--- src/rtl/controle_pkg.sv ---
// Shared encodings for the multicycle MIPS-16 control: opcodes, FSM states,
// ALU operation codes and datapath select values.
package controle_pkg;

  localparam logic [3:0] OP_R    = 4'b0000;
  localparam logic [3:0] OP_ADDI = 4'b0001;
  localparam logic [3:0] OP_LW   = 4'b0010;
  localparam logic [3:0] OP_SW   = 4'b0011;
  localparam logic [3:0] OP_BEQ  = 4'b0100;
  localparam logic [3:0] OP_BNE  = 4'b0101;
  localparam logic [3:0] OP_J    = 4'b0110;

  typedef enum logic [3:0] {
    S_FETCH     = 4'd0,
    S_DECODE    = 4'd1,
    S_MEM_ADDR  = 4'd2,
    S_MEM_READ  = 4'd3,
    S_MEM_WB    = 4'd4,
    S_MEM_WRITE = 4'd5,
    S_EXEC_R    = 4'd6,
    S_R_WB      = 4'd7,
    S_EXEC_I    = 4'd8,
    S_I_WB      = 4'd9,
    S_BRANCH    = 4'd10,
    S_JUMP      = 4'd11
  } state_t;

  // Must stay bit-identical to the ALU's operation decode.
  localparam logic [2:0] ULA_ADD   = 3'b000;
  localparam logic [2:0] ULA_SUB   = 3'b001;
  localparam logic [2:0] ULA_AND   = 3'b010;
  localparam logic [2:0] ULA_OR    = 3'b011;
  localparam logic [2:0] ULA_MENOR = 3'b100;
  localparam logic [2:0] ULA_XOR   = 3'b101;
  localparam logic [2:0] ULA_SLL   = 3'b110;
  localparam logic [2:0] ULA_SRL   = 3'b111;

  localparam logic [1:0] SRC_B_REG = 2'b00;
  localparam logic [1:0] SRC_B_ONE = 2'b01;
  localparam logic [1:0] SRC_B_IMM = 2'b10;
  localparam logic [1:0] SRC_B_BR  = 2'b11;

  localparam logic [1:0] PC_SRC_ULA    = 2'b00;
  localparam logic [1:0] PC_SRC_ULAOUT = 2'b01;
  localparam logic [1:0] PC_SRC_JUMP   = 2'b10;

  function automatic logic is_legal_opcode(input logic [3:0] op);
    case (op)
      OP_R, OP_ADDI, OP_LW, OP_SW, OP_BEQ, OP_BNE, OP_J: return 1'b1;
      default:                                           return 1'b0;
    endcase
  endfunction

  // States that talk to memory and may be stretched by wait cycles.
  function automatic logic is_mem_state(input state_t s);
    return (s == S_FETCH) || (s == S_MEM_READ) || (s == S_MEM_WRITE);
  endfunction

endpackage

--- src/rtl/controle_ula_dec.sv ---
// ALU operation decode: selects the 3-bit ALU op from the control state and
// the R-type funct field. Only defined codes are ever produced.
module controle_ula_dec
  import controle_pkg::*;
(
  input  logic [3:0] state,
  input  logic [2:0] funct,
  output logic [2:0] ula_control
);

  always_comb begin
    // NOTE: every always_comb output gets a default first so no path can
    // leave it unassigned and infer a latch.
    ula_control = ULA_ADD;
    case (state)
      S_EXEC_R: ula_control = funct;
      S_BRANCH: ula_control = ULA_SUB;
      default:  ula_control = ULA_ADD;
    endcase
  end

endmodule

--- src/rtl/controle_multiciclo.sv ---
// Multicycle main control FSM for the 16-bit MIPS datapath: sequences
// fetch/decode/execute/memory/writeback and drives all datapath controls.
module controle_multiciclo
  import controle_pkg::*;
#(
  parameter int MEM_WAIT = 0,
  parameter int STATE_W  = 4
)(
  input  logic               clk,
  input  logic               reset,
  input  logic [3:0]         opcode,
  input  logic [2:0]         funct,
  input  logic               zero,
  output logic               pc_en,
  output logic               i_or_d,
  output logic               mem_read,
  output logic               mem_write,
  output logic               ir_write,
  output logic               reg_dst,
  output logic               mem_to_reg,
  output logic               reg_write,
  output logic               ula_src_a,
  output logic [1:0]         ula_src_b,
  output logic [2:0]         ula_control,
  output logic [1:0]         pc_source,
  output logic               illegal,
  output logic [STATE_W-1:0] estado
);

  localparam logic [2:0] WAIT_LAST = 3'(MEM_WAIT);

  state_t     state;
  state_t     next_state;
  logic [2:0] wait_cnt;
  logic       wait_done;
  logic [3:0] dec_state;

  assign wait_done = (wait_cnt == WAIT_LAST);

  always_comb begin
    next_state = S_FETCH;
    case (state)
      S_FETCH:     next_state = wait_done ? S_DECODE : S_FETCH;
      S_DECODE: begin
        case (opcode)
          OP_R:          next_state = S_EXEC_R;
          OP_ADDI:       next_state = S_EXEC_I;
          OP_LW, OP_SW:  next_state = S_MEM_ADDR;
          OP_BEQ, OP_BNE: next_state = S_BRANCH;
          OP_J:          next_state = S_JUMP;
          default:       next_state = S_FETCH;
        endcase
      end
      S_MEM_ADDR:  next_state = (opcode == OP_SW) ? S_MEM_WRITE : S_MEM_READ;
      S_MEM_READ:  next_state = wait_done ? S_MEM_WB : S_MEM_READ;
      S_MEM_WRITE: next_state = wait_done ? S_FETCH : S_MEM_WRITE;
      S_MEM_WB:    next_state = S_FETCH;
      S_EXEC_R:    next_state = S_R_WB;
      S_EXEC_I:    next_state = S_I_WB;
      default:     next_state = S_FETCH;
    endcase
  end

  always_ff @(posedge clk) begin
    // NOTE: sequential state uses non-blocking assignments so every register
    // samples pre-edge values regardless of statement order.
    if (reset) begin
      state    <= S_FETCH;
      wait_cnt <= '0;
    end else begin
      state <= next_state;
      if (next_state != state)
        wait_cnt <= '0;
      else if (is_mem_state(state) && !wait_done)
        wait_cnt <= wait_cnt + 3'd1;
    end
  end

  // Reset forces the decoder to FETCH so the ALU sees the fetch op.
  assign dec_state = reset ? S_FETCH : state;

  controle_ula_dec u_ula_dec (
    .state       (dec_state),
    .funct       (funct),
    .ula_control (ula_control)
  );

  always_comb begin
    pc_en      = 1'b0;
    i_or_d     = 1'b0;
    mem_read   = 1'b0;
    mem_write  = 1'b0;
    ir_write   = 1'b0;
    reg_dst    = 1'b0;
    mem_to_reg = 1'b0;
    reg_write  = 1'b0;
    ula_src_a  = 1'b0;
    ula_src_b  = SRC_B_REG;
    pc_source  = PC_SRC_ULA;
    illegal    = 1'b0;
    case (state)
      S_FETCH: begin
        mem_read  = 1'b1;
        ula_src_b = SRC_B_ONE;
        ir_write  = wait_done;
        pc_en     = wait_done;
      end
      S_DECODE: begin
        ula_src_b = SRC_B_BR;
        illegal   = !is_legal_opcode(opcode);
      end
      S_MEM_ADDR, S_EXEC_I: begin
        ula_src_a = 1'b1;
        ula_src_b = SRC_B_IMM;
      end
      S_MEM_READ: begin
        mem_read = 1'b1;
        i_or_d   = 1'b1;
      end
      S_MEM_WRITE: begin
        mem_write = 1'b1;
        i_or_d    = 1'b1;
      end
      S_MEM_WB: begin
        reg_write  = 1'b1;
        mem_to_reg = 1'b1;
      end
      S_EXEC_R: ula_src_a = 1'b1;
      S_R_WB: begin
        reg_write = 1'b1;
        reg_dst   = 1'b1;
      end
      S_I_WB: reg_write = 1'b1;
      S_BRANCH: begin
        ula_src_a = 1'b1;
        pc_source = PC_SRC_ULAOUT;
        pc_en     = (opcode == OP_BNE) ? ~zero : zero;
      end
      S_JUMP: begin
        pc_source = PC_SRC_JUMP;
        pc_en     = 1'b1;
      end
      default: ;
    endcase

    // While reset is held: strobes off, selects at their FETCH values.
    if (reset) begin
      pc_en      = 1'b0;
      i_or_d     = 1'b0;
      mem_read   = 1'b0;
      mem_write  = 1'b0;
      ir_write   = 1'b0;
      reg_dst    = 1'b0;
      mem_to_reg = 1'b0;
      reg_write  = 1'b0;
      ula_src_a  = 1'b0;
      ula_src_b  = SRC_B_ONE;
      pc_source  = PC_SRC_ULA;
      illegal    = 1'b0;
    end
  end

  assign estado = reset ? '0 : STATE_W'(state);

endmodule
--- config.mk ---
export PLATFORM = sky130hd
export DESIGN_NAME = controle_multiciclo
export DESIGN_NICKNAME = d
export VERILOG_FILES = /design/src/rtl/controle_pkg.sv /design/src/rtl/controle_ula_dec.sv /design/src/rtl/controle_multiciclo.sv
export SDC_FILE = /design/constraint.sdc
export NUM_CORES = 1
export LEC_CHECK = 0
export ABC_CLOCK_PERIOD_IN_PS = 3850
export CAP_MARGIN = 25
export CELL_PAD_IN_SITES_DETAIL_PLACEMENT = 0
export CELL_PAD_IN_SITES_GLOBAL_PLACEMENT = 1
export CORE_AREA = 2 2 64 51
export DETAILED_ROUTE_END_ITERATION = 7
export DIE_AREA = 0 0 66 53
export HOLD_SLACK_MARGIN = 0.06
export PLACE_DENSITY_LB_ADDON = 0.1
export SYNTH_ARGS = -nofsm -noshare
export SYNTH_HDL_FRONTEND = slang
export SYNTH_SLANG_ARGS = --single-unit
--- constraint.sdc ---
create_clock -name clk -period 3.85 [get_ports clk]
set_input_delay 0.385 -clock clk [delete_from_list [all_inputs] [get_ports clk]]
set_output_delay 0.385 -clock clk [all_outputs]
set_load 0.005 [all_outputs]
==> summary by stage <==
Yosys
For this run, the number of Yosys warnings is 0. The sequential element share of the synthesized area is 16.2%. By area the synthesized netlist is led by sky130_fd_sc_hd__dfxtp_1, sky130_fd_sc_hd__nor2b_1, sky130_fd_sc_hd__nor2_1. Synthesis produced a netlist with a net count of 140. The proportion of register bits with asynchronous set or reset after synthesis is 0%. Among all flip-flop cells after synthesis, the most frequent one is sky130_fd_sc_hd__dfxtp_1.

The dominant cell type by area after synthesis is sky130_fd_sc_hd__dfxtp_1. The number of distinct library cell variants in the gate-level netlist after synthesis is 38. Dividing the synthesized area by the synthesized cell count gives 6.76 µm². The area share of the leading cell type in the synthesized netlist is 16.2%. Synthesis inferred 7 register bits. In the synthesized netlist, the number of instances is 128. Counting flops with a built-in enable in the synthesized netlist gives 0. The total standard cell area after synthesis is 866 µm².

Placement
Input and output buffers added on the ports amount to 30. Routability-driven placement finished with a final weighted congestion of 0.764. The sum of net half-perimeters after detailed placement is 1730 µm. The total cell area at the placement stage is 1150 µm².

Drt
The length of the first detailed-routing pass in iterations is 4. The DRC violation count after routing is 0. Using the TritonRoute via totals, the vias-per-cell ratio works out to 5.00. After the first detailed-routing iteration, the DRC count stood at 87. The routed layout has 930 vias. After detailed routing, the average wire length per cell comes to 12.6 µm.

The count of nets left with antenna violations once routing finished came out at 0. The overall routed net length is 2350 µm.

Cells and area
Relative to the synthesized area, the layout overhead comes to 37.7%. Summing all non-filler instances in the final layout gives an area of 1190 µm². The proportion of layout cells with a drive suffix above 1 is 6.08%. The net total in the final layout is 161. The layout filler cell count is 315. Measured on the finished design, the core utilization comes to 41.8%.

The sequential cell area is 140 µm². The antenna cell count is 0. The multi-input combinational cells in the finished layout cover a total of 648 µm².

Power and ir drop
The clock network is responsible for 37.2% of the overall power. The share of total power dissipated in combinational logic is 30.4%. Per report_power, the sequential group accounts for 32.3% of the total. The internal power of the cells totals 0.196 mW. The power density over the cells is 238 nW/µm². The switching component of the power is 0.0882 mW. The maximum resistive drop on vdd is 118 µV. The switching part of the total is 31.0%. The cell leakage power is 0.432 nW.

Critical path
The critical path startpoint category is a primary input. Walking the worst path, the cells encountered are clkdlybuf4s50_1 -> nor2b_1 -> nand2_1 -> nor2_1 -> a21oi_1 -> o22ai_1 -> clkdlybuf4s50_1. The data required time of the worst path is 3460 ps.

Setup slack on the worst reg-to-reg path comes out at 1770 ps. STA classifies the critical path endpoint as an output pin. STA puts the critical path data arrival time at 2550 ps.

In this run the worst path has a maximum fanout of 13. The cell depth of the worst flop-to-flop path is 5. The startpoint of the worst register-to-register path is state[0]. On the critical path, the stage with the largest delay is an instance of sky130_fd_sc_hd__clkdlybuf4s50_1. The critical path in this run is classified as primary input to output pin.

On the worst path, the slowest cell contributes a delay of 620 ps. By instance count, the cell type seen most on the critical path is sky130_fd_sc_hd__clkdlybuf4s50_1. In this run the critical register-to-register path is captured at wait_cnt[1].

Min path
Along the worst hold path, the cell count comes to 2. For hold timing, the worst endpoint is wait_cnt[1]. The classification of the worst-slack hold path is flop to flop. The worst hold path begins at wait_cnt[1].

STA
The maximum clock skew at final layout is 1.76 ps. The peak clock frequency supported by timing is 341 MHz. The final cycle utilization of the critical path is 76.1%. The number of hold-slack violations in the final timing report was 0. The final-report setup violation count is 0.

Setup repair after global routing left no endpoint under its margin. The worst path needs 2930 ps of the cycle, external delays included. The setup TNS is 0 ps. At the pin with the least slew margin, the transition time is 838 ps. The max-slew violation count was 0. Headroom to the max-slew limit came out at 44.1%.

Clock network
The root buffer cell is sky130_fd_sc_hd__clkbuf_8. The post-CTS clock slew at the launch and capture registers of the worst setup and hold paths is 40 ps. In this run, post-CTS hold repair placed 0 buffers. In this run the post-CTS setup repair buffer count came out at 0. The count of clock tree sinks is 7. The number of buffers inserted during clock tree synthesis is 3.

Clock latency on the worst-skew pair, taken at its later pin, is 230 ps. The post-CTS resize count is 0. The clock passes through at most 2 buffers. In this run the number of H-tree levels came out at 1.

The CTS tree is yes.

Floorplan
From bottom edge to top edge, the die measures 53 µm. The initial utilization of the core area, before any placement, comes to 30.4%. Pin placement for this block handled 31 I/O pins. The total number of placement rows is 17. The core region is 2850 µm². The floorplan die area is 3500 µm². The die outline width is 66 µm.

GRT
The all-layer global routing usage is 14.3%. The first global-routing pass estimated 3810 µm of wire. The number of antenna violations at the first check in global routing is 0. Entering global routing, the biggest net connects 29 pins. For this run the aggregate overflow at the end of global routing stands at 0. The number of global-route vias before repair is 812.

Run
The count of max-cap constraint violations is 0.

Outcome
The flow ran to the end, and the final reports show no timing, DRC or antenna violations.
==> cells in the final DEF, fill, tap and decap left out <==
| master | Yosys | final |
|---|---|---|
| sky130_fd_sc_hd__o22ai_1 | 1 | 1 |
| sky130_fd_sc_hd__dfxtp_1 | 7 | 7 |
| sky130_fd_sc_hd__a21oi_1 | 10 | 10 |
| sky130_fd_sc_hd__nor4_4 | 1 | 1 |
| sky130_fd_sc_hd__nand2_1 | 12 | 12 |
| sky130_fd_sc_hd__a21oi_2 | 1 | 1 |
| sky130_fd_sc_hd__xnor2_1 | 3 | 3 |
| sky130_fd_sc_hd__nor3_1 | 7 | 7 |
| sky130_fd_sc_hd__nor4bb_1 | 1 | 1 |
| sky130_fd_sc_hd__o21bai_1 | 2 | 2 |
| sky130_fd_sc_hd__nor3b_1 | 1 | 1 |
| sky130_fd_sc_hd__nor2_1 | 15 | 15 |
| sky130_fd_sc_hd__nand3b_1 | 2 | 2 |
| sky130_fd_sc_hd__or2_2 | 1 | 1 |
| sky130_fd_sc_hd__nor2b_1 | 11 | 11 |
| sky130_fd_sc_hd__a31oi_1 | 3 | 3 |
| sky130_fd_sc_hd__o21ai_0 | 6 | 6 |
| sky130_fd_sc_hd__or3_1 | 2 | 2 |
| sky130_fd_sc_hd__or2_4 | 1 | 1 |
| sky130_fd_sc_hd__mux2i_1 | 2 | 2 |
| sky130_fd_sc_hd__nand4b_2 | 1 | 1 |
| sky130_fd_sc_hd__xor2_1 | 2 | 2 |
| sky130_fd_sc_hd__a211oi_2 | 1 | 1 |
| sky130_fd_sc_hd__and3b_1 | 1 | 1 |
| sky130_fd_sc_hd__nand2b_1 | 4 | 4 |
| sky130_fd_sc_hd__ha_1 | 2 | 2 |
| sky130_fd_sc_hd__o32a_1 | 1 | 1 |
| sky130_fd_sc_hd__nand3_1 | 3 | 3 |
| sky130_fd_sc_hd__and4b_1 | 1 | 1 |
| sky130_fd_sc_hd__a32o_1 | 1 | 1 |
| sky130_fd_sc_hd__nor4_1 | 1 | 1 |
| sky130_fd_sc_hd__inv_1 | 3 | 3 |
| sky130_fd_sc_hd__o31ai_1 | 1 | 1 |
| sky130_fd_sc_hd__clkbuf_8 | 0 | 3 |
| sky130_fd_sc_hd__clkdlybuf4s50_1 | 0 | 30 |
| sky130_fd_sc_hd__clkbuf_1 | 8 | 1 |
| sky130_fd_sc_hd__and3_1 | 1 | 1 |
| sky130_fd_sc_hd__nor4b_1 | 2 | 2 |
==> synth_stat cells (all sizes together), types with 3 or more instances <==
library cell	instances
a21oi	11
a31oi	3
buf	6
clkbuf	8
dfxtp	7
inv	3
nand2	12
nand2b	4
nand3	3
nor2	15
nor2b	11
nor3	7
o21ai	6
xnor2	3
==> registers in the layout, summed over array words and instances (netlist names) <==
| signal | cells |
|---|---|
| state | 4 |
| wait_cnt | 3 |
==> worst max path at each step <==
stage | start | end | depth (start not counted)
floorplan | state[2] | ir_write | 5
global placement | reset | reg_write | 7
detailed placement | reset | reg_write | 7
CTS | reset | reg_write | 7
global route | reset | reg_write | 7
finish | reset | reg_write | 7
==> critical path, delay by kind of cell <==
kind	cells	cell delay (ps)
buffers and inverters	2	1150
AND/OR/NAND/NOR	3	770
AO/OA/AOI/OAI	2	240
==> cell type report <==
class	count	area share, %
Tap cell	38	3.99
Sequential cell	7	11.8
Multi-Input combinational cell	104	54.4
Inverter	3	0.944
Timing Repair Buffer	30	25.2
Clock buffer	4	3.78
==> kinds of logic (layout without fill, tap and decap cells) <==
| kind of cell | count (synthesis) | in the layout | synth area share (%) |
|---|---|---|---|
| XOR/XNOR | 5 | 5 | 5.06 |
| AO/OA/AOI/OAI | 27 | 27 | 19.5 |
| flip-flops | 7 | 7 | 16.2 |
| multiplexers | 2 | 2 | 2.31 |
| buffers and inverters | 17 | 37 | 8.96 |
| adder cells (fa/ha/maj) | 2 | 2 | 2.89 |
| AND/OR/NAND/NOR | 68 | 68 | 45.1 |
==> power groups by stage <==
stage	sequential, mW	combinational, mW	clock (mW)
final	0.0919	0.0865	0.106
after global routing	0.0941	0.0965	0.113
after CTS	0.0918	0.0873	0.106
after detailed placement	0.0929	0.0870	0
after global placement	0.0935	0.0875	0
after floorplan	0.0774	0.0662	0
==> metrics by stage <==
step,worst slack (ps),std cells,power [mW],hold slack [ps]
after floorplan,2160,128,0.144,468
after global placement,992,182,0.181,481
after global routing,697,186,0.304,527
final,920,186,0.284,499
after CTS,898,186,0.285,504
after detailed placement,918,182,0.180,494
==> metal layers <==
layer,vias up,track usage (%),wire length [µm]
met4,0,2.04,0
met1,430,21.9,1280
met3,0,3.83,83
li1,481,-,-
met5,-,0,0
met2,19,19.9,983
(Power assumes the default switching activity.)
==> patch, RTL diff (same flow settings) <==
Register the inputs `opcode`, `funct` and `zero` before use, without a reset. The logic sees them one clock later.
--- a/src/rtl/controle_multiciclo.sv
+++ b/src/rtl/controle_multiciclo.sv
@@ -30,4 +30,14 @@
   localparam logic [2:0] WAIT_LAST = 3'(MEM_WAIT);
 
+  logic [3:0] opcode_q;
+  logic [2:0] funct_q;
+  logic zero_q;
+
+  always_ff @(posedge clk) begin
+    opcode_q <= opcode;
+    funct_q  <= funct;
+    zero_q   <= zero;
+  end
+
   state_t     state;
   state_t     next_state;
@@ -43,5 +53,5 @@
       S_FETCH:     next_state = wait_done ? S_DECODE : S_FETCH;
       S_DECODE: begin
-        case (opcode)
+        case (opcode_q)
           OP_R:          next_state = S_EXEC_R;
           OP_ADDI:       next_state = S_EXEC_I;
@@ -52,5 +62,5 @@
         endcase
       end
-      S_MEM_ADDR:  next_state = (opcode == OP_SW) ? S_MEM_WRITE : S_MEM_READ;
+      S_MEM_ADDR:  next_state = (opcode_q == OP_SW) ? S_MEM_WRITE : S_MEM_READ;
       S_MEM_READ:  next_state = wait_done ? S_MEM_WB : S_MEM_READ;
       S_MEM_WRITE: next_state = wait_done ? S_FETCH : S_MEM_WRITE;
@@ -82,5 +92,5 @@
   controle_ula_dec u_ula_dec (
     .state       (dec_state),
-    .funct       (funct),
+    .funct       (funct_q),
     .ula_control (ula_control)
   );
@@ -108,5 +118,5 @@
       S_DECODE: begin
         ula_src_b = SRC_B_BR;
-        illegal   = !is_legal_opcode(opcode);
+        illegal   = !is_legal_opcode(opcode_q);
       end
       S_MEM_ADDR, S_EXEC_I: begin
@@ -135,5 +145,5 @@
         ula_src_a = 1'b1;
         pc_source = PC_SRC_ULAOUT;
-        pc_en     = (opcode == OP_BNE) ? ~zero : zero;
+        pc_en     = (opcode_q == OP_BNE) ? ~zero_q : zero_q;
       end
       S_JUMP: begin
Check against the original RTL: not equivalent (a bounded check fails within 4 cycles, from zero or initial values and one cycle with reset high).
==> patch against the unedited design <==
Synthesized area grew 16%. Critical path depth decreased by 1. Setup slack better by 0.13 ns. Total power is 39% higher. Sequential cell count up 8. Routed wire length is 5.6% higher. Final area rose by 13%. Register-to-register slack lost 0.05 ns. Fmax grew 4.7%. Highest routed layer is now met4. Die area stayed put. Largest power group is now sequential cells.
==> patch: results (changes against the unedited design) <==
| Metric | Value |
|---|---|
| Status | finished clean (unchanged) |
| Fin Hold WS | 0.5671 ns (was 0.4987 ns) |
| Post-DP HPWL | 1882 um (was 1728 um) |
| Vias in the first global route | 857 (was 812) |
| Clk_skew | 0.004653 ns (was 0.001758 ns) |
| Switching Share | 28.40% (was 31.03%) |
| VDD IR max | 171.0 uV (was 118.2 uV) |
| Per-cell routed wire length | 13.19 um (was 12.62 um) |
| CP arrival | 2.41 ns (was 2.55 ns) |
| Netlist cell types | 45 (was 38) |
| Area post-placement | 0.001303 mm^2 (was 0.001147 mm^2) |
| Total global-route track usage | 15.84% (was 14.27%) |
| Register area share after synthesis | 29.85% (was 16.18%) |
| Lkg Pwr | 0.4762 nW (was 0.4324 nW) |
| Syn_nets | 137 (was 140) |
| Most frequent cells after synthesis | dfxtp_1 (15), nor3_1 (14), nor2_1 (12) (was nor2_1 (15), nand2_1 (12), nor2b_1 (11)) |
| Fillers | 283 (was 315) |
| Seq. cell area | 300.3 um^2 (was 140.1 um^2) |
| Multi-input gate area | 631.9 um^2 (was 648.1 um^2) |
| Main synth FF type | dfxtp_1 (unchanged) |
| Slew HR | 48.60% (was 44.05%) |
| Asr flop ratio synth | 0% (unchanged) |
| Gpl congestion | 0.8775 (was 0.7636) |
| First-pass GRT wire length | 4167 um (was 3808 um) |
| Clock transition at path regs | 0.06 ns (was 0.04 ns) |
| Worst r2r dst | wait_cnt[0]$_SDFFE_PP0P_ (was wait_cnt[1]$_SDFFE_PP0P_) |
| Hold Crit Start | wait_cnt[2]$_SDFFE_PP0P_ (was wait_cnt[1]$_SDFFE_PP0P_) |
| 1st-iter DRT viols | 28 (was 87) |
## patch: cell types whose count changed after synthesis, moves of 4 or more
cell / change
dfxtp_1: +8
o21ai_0: -4
nor3_1: +7
clkbuf_1: -6
nor2b_1: -5
nand2_1: -4
## patch: worst max-delay path, stage by stage (launching register included)
cell	delay, ns
dfxtp_1	0.64
inv_1	0.26
nor2_1	0.32
a21oi_1	0.12
o22a_1	0.23
nor2_1	0.08
clkdlybuf4s50_1	0.51
## patch: layout make-up
| cell class | count | share of cell area (%) |
|---|---|---|
| Inverter | 6 | 1.670 |
| Multi-Input combinational cell | 95 | 46.85 |
| Tap cell | 38 | 3.525 |
| Timing Repair Buffer | 30 | 22.26 |
| Sequential cell | 15 | 22.26 |
| Clock buffer | 3 | 3.061 |
| Clock inverter | 1 | 0.3711 |
## patch: cells by family (layout without fill, tap and decap cells)
group / count (synthesis) / count (layout) / synth area share [%]
multiplexers: 2 / 2 / 1.990
AND/OR/NAND/NOR: 59 / 59 / 31.97
buffers and inverters: 15 / 40 / 7.338
XOR/XNOR: 7 / 7 / 6.095
adder cells (fa/ha/maj): 2 / 2 / 2.487
AO/OA/AOI/OAI: 25 / 25 / 20.28
flip-flops: 15 / 15 / 29.85
## patch: how the worst max path moves through the flow
stage,startpoint,endpoint,slack [ns],depth (start not counted)
2_1_floorplan,state[3]$_SDFF_PP0_,reg_write,2.20,6
3_3_place_gp,reset,ir_write,1.12,4
3_5_place_dp,reset,ir_write,1.05,4
4_1_cts,state[3]$_SDFF_PP0_,reg_write,1.04,6
5_1_grt,state[3]$_SDFF_PP0_,reg_write,0.83,6
6_report,state[3]$_SDFF_PP0_,reg_write,1.05,6
## patch: per-layer routing
layer  GRT usage (%)  up-vias  wire length (um)
met5               0        -                 0
met4           7.143        0                35
met3           2.766        4                99
met2           24.24       24              1133
met1           21.78      458              1210
li1                -      499                 -
## patch: power groups by stage
stage                     Clock (mW)  Sequential (mW)  Combinational [mW]
final                          0.126            0.182              0.0887
after global routing           0.140            0.185              0.0976
after CTS                      0.130            0.182              0.0892
after detailed placement           0            0.186              0.0891
after global placement             0            0.185              0.0887
after floorplan                    0            0.171              0.0669
## patch: metrics by stage
stage	worst slack, ns	instances	power [mW]
after floorplan	2.203	125	0.2379
after global placement	1.118	184	0.2739
after detailed placement	1.047	184	0.2749
after CTS	1.042	188	0.4014
after global routing	0.8305	188	0.4230
final	1.051	188	0.3964
